File: src/rtl/serial_link_sched.sv
// Round-robin scheduler sharing one serial link between two parallel-word requesters.
// Words are serialized MSB-first with shift enable and frame marker, followed by an idle gap.
module serial_link_sched #(
    parameter int WIDTH = 6,
    parameter int GAP   = 1
) (
    input  logic             clk,
    input  logic             rst,
    input  logic             i_a_valid,
    input  logic [WIDTH-1:0] i_a_data,
    output logic             o_a_ready,
    input  logic             i_b_valid,
    input  logic [WIDTH-1:0] i_b_data,
    output logic             o_b_ready,
    output logic             o_sdout,
    output logic             o_sen,
    output logic             o_sframe,
    output logic             o_grant_id,
    output logic             o_busy,
    output logic             o_done
);
    localparam int CW = $clog2(WIDTH);
    localparam logic [CW-1:0] CNT_LAST = CW'(WIDTH - 1);
    localparam logic [3:0]    GAP_LOAD = (GAP > 0) ? 4'(GAP - 1) : 4'd0;

    typedef enum logic [1:0] {
        S_IDLE  = 2'd0,
        S_SHIFT = 2'd1,
        S_GAP   = 2'd2
    } state_t;

    state_t           r_state;
    state_t           w_state_nxt;
    logic [WIDTH-1:0] r_buf;
    logic [CW-1:0]    r_cnt;
    logic [3:0]       r_gap_cnt;
    logic             r_last_grant;
    logic             r_grant_id;
    logic             r_done;
    logic             w_grant;
    logic             w_take;

    always_ff @(posedge clk or posedge rst) begin
        if (rst) begin
            r_state <= S_IDLE;
        end else begin
            r_state <= w_state_nxt;
        end
    end

    always_comb begin
        w_state_nxt = r_state;
        // On a tie the requester not served last wins; otherwise whichever is valid.
        w_grant     = (i_a_valid && i_b_valid) ? ~r_last_grant : i_b_valid;
        w_take      = 1'b0;
        o_a_ready   = 1'b0;
        o_b_ready   = 1'b0;
        o_sen       = 1'b0;
        o_sdout     = 1'b0;
        o_sframe    = 1'b0;
        o_busy      = 1'b1;
        case (r_state)
            S_IDLE: begin
                o_busy    = 1'b0;
                w_take    = (i_a_valid || i_b_valid) && !rst;
                o_a_ready = w_take && !w_grant;
                o_b_ready = w_take && w_grant;
                if (w_take) begin
                    w_state_nxt = S_SHIFT;
                end
            end
            S_SHIFT: begin
                o_sen    = 1'b1;
                o_sdout  = r_buf[WIDTH-1];
                o_sframe = (r_cnt == '0);
                if (r_cnt == CNT_LAST) begin
                    w_state_nxt = (GAP > 0) ? S_GAP : S_IDLE;
                end
            end
            S_GAP: begin
                if (r_gap_cnt == 4'd0) begin
                    w_state_nxt = S_IDLE;
                end
            end
            default: begin
                w_state_nxt = S_IDLE;
                o_busy      = 1'b0;
            end
        endcase
    end

    always_ff @(posedge clk or posedge rst) begin
        if (rst) begin
            r_buf        <= '0;
            r_cnt        <= '0;
            r_gap_cnt    <= 4'd0;
            r_last_grant <= 1'b1;
            r_grant_id   <= 1'b0;
            r_done       <= 1'b0;
        end else begin
            r_done <= 1'b0;
            case (r_state)
                S_IDLE: begin
                    if (w_take) begin
                        r_buf        <= w_grant ? i_b_data : i_a_data;
                        r_grant_id   <= w_grant;
                        r_last_grant <= w_grant;
                        r_cnt        <= '0;
                    end
                end
                S_SHIFT: begin
                    r_buf <= r_buf << 1;
                    if (r_cnt == CNT_LAST) begin
                        r_done    <= 1'b1;
                        r_gap_cnt <= GAP_LOAD;
                    end else begin
                        r_cnt <= r_cnt + 1'b1;
                    end
                end
                S_GAP: begin
                    if (r_gap_cnt != 4'd0) begin
                        r_gap_cnt <= r_gap_cnt - 4'd1;
                    end
                end
                default: begin
                    r_cnt <= '0;
                end
            endcase
        end
    end

    assign o_grant_id = r_grant_id;
    assign o_done     = r_done;
endmodule

File: config.mk
export PLATFORM = sky130hd
export DESIGN_NAME = serial_link_sched
export DESIGN_NICKNAME = d
export VERILOG_FILES = /design/src/rtl/serial_link_sched.sv
export SDC_FILE = /design/constraint.sdc
export NUM_CORES = 1
export LEC_CHECK = 0
export ABC_AREA = 1
export ABC_CLOCK_PERIOD_IN_PS = 1300
export BUFFER_PORTS_ARGS = -buffer_cell sky130_fd_sc_hd__buf_2
export CORE_ASPECT_RATIO = 0.5
export CORE_UTILIZATION = 45
export DETAILED_ROUTE_END_ITERATION = 12
export PLACE_DENSITY = 0.7
export SYNTH_ARGS = -nofsm -noshare
export SYNTH_HDL_FRONTEND = slang
export SYNTH_SLANG_ARGS = --single-unit
File: constraint.sdc
create_clock -name clk -period 1.3 [get_ports clk]
set_input_delay 0.13 -clock clk [delete_from_list [all_inputs] [get_ports clk]]
set_output_delay 0.13 -clock clk [all_outputs]
set_load 0.01 [all_outputs]
==> run summary, run 1 <==
status -> complete, but fails checks
failing checks -> setup timing
post-synth cell types -> 21
Setup crit end kind -> output pin
Core Util, Final -> 74.7%
Clock Skews -> 0.618 ps
Die Width -> 74.7 um
initial antenna violation count -> 0
flip-flop and latch count after synthesis -> 18
Final Hold Vio Count -> 0
worst vdd ir -> 1.21 mV
hold wc startpoint -> i_a_data[2]
DRT iter0 DRCs -> 41
Via density -> 4.80
Syn Nets -> 179
setup_tns -> -579 ps
final critical-path required period -> 1410 ps
Num CTS Buffers -> 3
Yosys warnings -> 0
Worst-Skew Late Latency -> 260 ps
P_int -> 2.29 mW
Tot Pwr -> 4.12 mW
Vias -> 1153
Rows -> 12
RSZ-0062 raised after global routing -> yes
DP HPWL -> 1.79 mm
largest net degree at the start of global routing -> 12
Setup-failing EPs final -> 12
Worst Hold Class -> input port to register
chip height -> 38.4 um
fillers -> 171
NetSw -> 1.83 mW
port bufs -> 23
Layout area overhead -> 48.1%
DP Worst Slack -> -63.0 ps
design area -> 1760 um2
required time worst endpoint -> 1170 ps
Crit. Startpoint -> r_state[0]
worst setup path class -> register to output pin
Antenna diodes -> 0
maxcap violations -> 0
slack of the critical path -> -111 ps
cell taking the most area after synthesis -> dfrtp_1
detailed-router iteration count before antenna repair -> 4
largest cells by area after synthesis -> dfrtp_1 36%, nand2_1 15%, nand3_1 11%
syn avg cell area -> 7.73 um2
final worst-path cycle share -> 109%
GRT Util Overall -> 21.4%
Leakage -> 0.960 nW
GPL Wtd Cong -> 0.732
r2r setup slk -> -40 ps
Routed Antenna Nets -> 0
R2R Path Start -> r_state[0]
post-placement cell area -> 1410 um2
clk slew on worst S/H paths -> 70 ps
CP startpoint kind -> register
worst-margin pin slew -> 210 ps
Synth top area share -> 35.8%
proportion of power drawn by combinational gates -> 65.9%
I/O Pins -> 24
Initial Utilization -> 50.5%
layout cells sized above 1 -> 50.2%
DRC viols -> 0
synthesized area -> 1190 um2
crit path DAT -> 1280 ps
register share of total power -> 24.1%
clock buffer depth -> 2
f_max -> 709 MHz
CTS tree -> built
number of global-route vias before repair -> 1033
power density over cell area -> 2340 nW/um2
die area -> 2870 um2
Switching Share -> 44.4%
Overflow after GRT -> 0
clock root cell -> clkbuf_8
first-pass GRT wire length -> 4.20 mm
Routed WL per cell -> 12.1 um
Critical Path Fanout Max -> 4
total core area -> 2360 um2
Nets -> 231
part of the power in the clock network -> 10.0%
sequential area share after synthesis -> 38.0%
synthesized instance count -> 154
Sink Count -> 18
final count of pins violating max slew -> 0
# H-tree levels -> 1
Worst slew margin -> 86.0%
Routed WL -> 2.91 mm
## cell usage in the layout (no fill, tap or decap), types with 2 or more instances in the layout
| cell type | synthesis | final |
|---|---|---|
| nand2_1 | 47 | 37 |
| o21ai_1 | 2 | 2 |
| nand2_4 | 2 | 8 |
| nand2_2 | 5 | 9 |
| nor2_1 | 4 | 3 |
| buf_2 | 0 | 20 |
| buf_4 | 1 | 21 |
| clkbuf_8 | 0 | 3 |
| nand3_1 | 27 | 19 |
| nand3_4 | 0 | 2 |
| inv_2 | 4 | 10 |
| dfrtp_1 | 17 | 17 |
| nand4_1 | 2 | 2 |
| o21ai_2 | 3 | 5 |
| nand3_2 | 3 | 9 |
| ha_4 | 0 | 2 |
| inv_1 | 15 | 8 |
| or2_0 | 4 | 4 |
| buf_6 | 2 | 8 |
| ha_1 | 9 | 7 |
## cells in the mapped netlist
| cell type | number |
|---|---|
| buf_4 | 1 |
| inv_1 | 15 |
| nand4_1 | 2 |
| nor2_1 | 4 |
| xor2_1 | 1 |
| nand2_4 | 2 |
| o21ai_0 | 2 |
| dfstp_2 | 1 |
| inv_2 | 4 |
| nand3_1 | 27 |
| dfrtp_1 | 17 |
| or2_2 | 2 |
| nand2_1 | 47 |
| nand2_2 | 5 |
| clkinv_4 | 1 |
| buf_6 | 2 |
| ha_1 | 9 |
| or2_0 | 4 |
| nand3_2 | 3 |
| o21ai_2 | 3 |
| o21ai_1 | 2 |
## through the flow
stage | cells | hold slack [ps]
CTS | 235 | 194
global route | 240 | 209
floorplan | 154 | 92.3
detailed placement | 219 | 212
global placement | 219 | 217
finish | 240 | 194
## power by group through the flow
stage	combinational [mW]	clock, mW	sequential (mW)
floorplan	1.37	0	0.956
global placement	1.79	0	0.970
detailed placement	1.82	0	0.975
CTS	2.24	0.422	0.977
global route	2.99	0.448	1.02
finish	2.72	0.412	0.993
## flip-flops by register name, summed over array words and instances, names as in the netlist
register / cells
r_buf: 6
r_gap_cnt: 4
r_cnt: 3
r_state: 2
o_done: 1
o_grant_id: 1
r_last_grant: 1
## metal layers
layer  part of all wire (%)  GRT usage, %  wire length [um]
met3                    4.3          6.32               126
met2                     49          39.4              1440
met5                      0             0                 0
met4                    1.8          9.43                53
met1                     44          23.5              1290
## layout make-up
class,count,area (um2),share of cell area [%]
Clock buffer,4,45.0,2.56
Inverter,20,87.6,4.97
Multi-Input combinational cell,113,776,44.0
Sequential cell,18,452,25.6
Tap cell,35,43.8,2.49
Timing Repair Buffer,50,358,20.3
## worst max-delay path, cell delays in order (launching register included)
cell and delay [ps]:
dfrtp_1 400, buf_6 130, ha_4 170, buf_6 120, nand2_4 40, nor2_1 30
buf_2 140
## kinds of logic (layout without fill, tap and decap cells)
family          Yosys count  in the layout  share of synthesized area [%]
simple gates             96             96                           38.7
xor+xnor                  1              1                          0.736
flops                    18             18                           38.0
compound gates            7              7                           3.89
buf+inv                  23             74                           9.25
fa+ha+maj                 9              9                           9.46
## final timing paths
check | end | cells past startpoint
min in group asynchronous | r_buf[1] | 4
setup / recovery | o_sframe | 6
setup reg to reg | r_buf[5] | 8
hold reg to reg | r_last_grant | 2
max in group asynchronous | r_last_grant | 4
hold / removal | r_buf[2] | 5
## timing repair
item                       CTS  global route
pin swaps                    5            14
hold endpoints to repair    17             0
setup buffers               11             5
hold buffers                 1             0
setup endpoints to repair   10            20
resized for setup           19            32
Note: power is estimated with default switching activity, not from simulation.
==> inputs of run 2 (changes only) <==
--- a/config.mk
+++ b/config.mk
@@ -10,8 +10,10 @@
 export BUFFER_PORTS_ARGS = -buffer_cell sky130_fd_sc_hd__buf_2
 export CORE_ASPECT_RATIO = 0.5
 export CORE_UTILIZATION = 45
+export CTS_BUF_LIST = sky130_fd_sc_hd__clkbuf_8
 export DETAILED_ROUTE_END_ITERATION = 12
 export PLACE_DENSITY = 0.7
+export SLEW_MARGIN = 20
 export SYNTH_ARGS = -nofsm -noshare
 export SYNTH_HDL_FRONTEND = slang
 export SYNTH_SLANG_ARGS = --single-unit
==> run 2 against run 1 <==
  * The run still ends with setup timing left
  * Clock power shrank 2%
  * Sequential share of layout area is the same
  * Setup slack is essentially flat
  * First-iteration DRC count shrank 2.4%
  * Critical endpoint unchanged
  * Final cell count is the same
  * Total power shrank 0.20%
  * Global-route usage is the same
==> run summary, run 2 (synthesis results as in run 1) <==
slack of the critical path -> -110 ps
worst setup path class -> register to output pin
DP HPWL -> 1.79 mm
GPL Wtd Cong -> 0.732
CP startpoint kind -> register
Vias -> 1155
Critical Path Fanout Max -> 4
DP Worst Slack -> -63.0 ps
Nets -> 231
port bufs -> 23
maxcap violations -> 0
final hold slack -> 194 ps
Worst-Skew Late Latency -> 260 ps
# H-tree levels -> 1
Worst Hold Class -> input port to register
Die Width -> 74.7 um
I/O Pins -> 24
Setup crit end kind -> output pin
Num CTS Buffers -> 3
chip height -> 38.4 um
Antenna diodes -> 0
required time worst endpoint -> 1170 ps
failing checks -> setup timing
setup_tns -> -579 ps
Clock Skews -> 0.672 ps
initial antenna violation count -> 0
Worst slew margin -> 86.0%
first-pass GRT wire length -> 4.20 mm
final critical-path required period -> 1410 ps
layout cells sized above 1 -> 50.2%
CTS tree -> built
largest net degree at the start of global routing -> 12
commonest cells after routing, fill and taps aside -> 37 x nand2_1, 21 x buf_4, 20 x buf_2, 19 x nand3_1, 17 x dfrtp_1
final count of pins violating max slew -> 0
clock buffer depth -> 2
DRT iter0 DRCs -> 40
worst vdd ir -> 1.19 mV
Routed WL -> 2.91 mm
Via density -> 4.81
Routed Antenna Nets -> 0
clock root cell -> clkbuf_8
power density over cell area -> 2340 nW/um2
f_max -> 709 MHz
crit path DAT -> 1280 ps
Routed WL per cell -> 12.1 um
worst-margin pin slew -> 210 ps
Rows -> 12
Biggest register -> r_buf
GRT Util Overall -> 21.4%
final worst-path cycle share -> 108%
detailed-router iteration count before antenna repair -> 4
status -> complete, but fails checks
Layout area overhead -> 48.1%
die area -> 2870 um2
number of global-route vias before repair -> 1033
DRC viols -> 0
RSZ-0062 raised after global routing -> yes
Final Hold Vio Count -> 0
most common cell after layout, fill and taps aside -> nand2_1
clk slew on worst S/H paths -> 70 ps
Overflow after GRT -> 0
top flop regs -> r_buf: 6 flops, r_gap_cnt: 4 flops, r_cnt: 3 flops
total core area -> 2360 um2
Setup-failing EPs final -> 12
Initial Utilization -> 50.5%
max reg flops -> 6
Leakage -> 0.964 nW
Sink Count -> 18
[run 2: per-layer routing]
| metal | GRT usage (%) | vias to the layer above | routed length, um |
|---|---|---|---|
| li1 | - | 587 | - |
| met1 | 23.5 | 532 | 1290 |
| met2 | 39.4 | 30 | 1440 |
| met3 | 6.32 | 6 | 126 |
| met4 | 9.43 | 0 | 53 |
| met5 | 0 | - | 0 |
[run 2: final timing paths]
| check | cells past startpoint | end | slack (ps) | from |
|---|---|---|---|---|
| min in group asynchronous | 4 | r_buf[1] | 540 | rst |
| worst max-delay path | 6 | o_sframe | -110 | r_state[0] |
| worst min register to register | 2 | r_last_grant | 480 | r_last_grant |
| worst max register to register | 8 | r_buf[5] | -40 | r_state[0] |
| worst min-delay path | 5 | r_buf[2] | 190 | i_a_data[2] |
| max in group asynchronous | 4 | r_last_grant | 520 | rst |
[run 2: stage by stage]
stage / std cells / instance area, um2 / util, % / total power [mW]
after floorplan: 154 / 1210 / - / 2.32
after global placement: 219 / 1410 / 59.7 / 2.76
after detailed placement: 219 / 1410 / 59.7 / 2.80
after CTS: 235 / 1620 / 68.6 / 3.63
after global routing: 240 / 1760 / 74.7 / 4.45
final: 240 / 1760 / 74.7 / 4.12
[run 2: cell type report]
| type | count | area [um2] |
|---|---|---|
| Multi-Input combinational cell | 113 | 776 |
| Clock buffer | 3 | 41.3 |
| Clock inverter | 1 | 3.75 |
| Fill cell | 171 | 596 |
| Timing Repair Buffer | 50 | 358 |
| Sequential cell | 18 | 452 |
| Inverter | 20 | 87.6 |
| Tap cell | 35 | 43.8 |
[run 2: power by group]
| part | leakage [nW] | total [mW] | internal, mW | switching, mW |
|---|---|---|---|---|
| clock | 0.0269 | 0.404 | 0.210 | 0.194 |
| combinational | 0.706 | 2.72 | 1.26 | 1.45 |
| sequential | 0.232 | 0.993 | 0.809 | 0.183 |
| total | 0.964 | 4.12 | 2.28 | 1.83 |
[run 2: critical path: stages, from the launching register on]
cell	delay [ps]
dfrtp_1	400
buf_6	130
ha_4	170
buf_6	120
nand2_4	40
nor2_1	30
buf_2	140
[run 2: repair_timing]
item	4_1_cts	5_1_grt
endpoints found under the hold margin	17	0
pin swaps	5	14
endpoints found under the setup margin	10	20
hold buffers	1	0
gates resized for setup	19	32
setup buffers	11	5
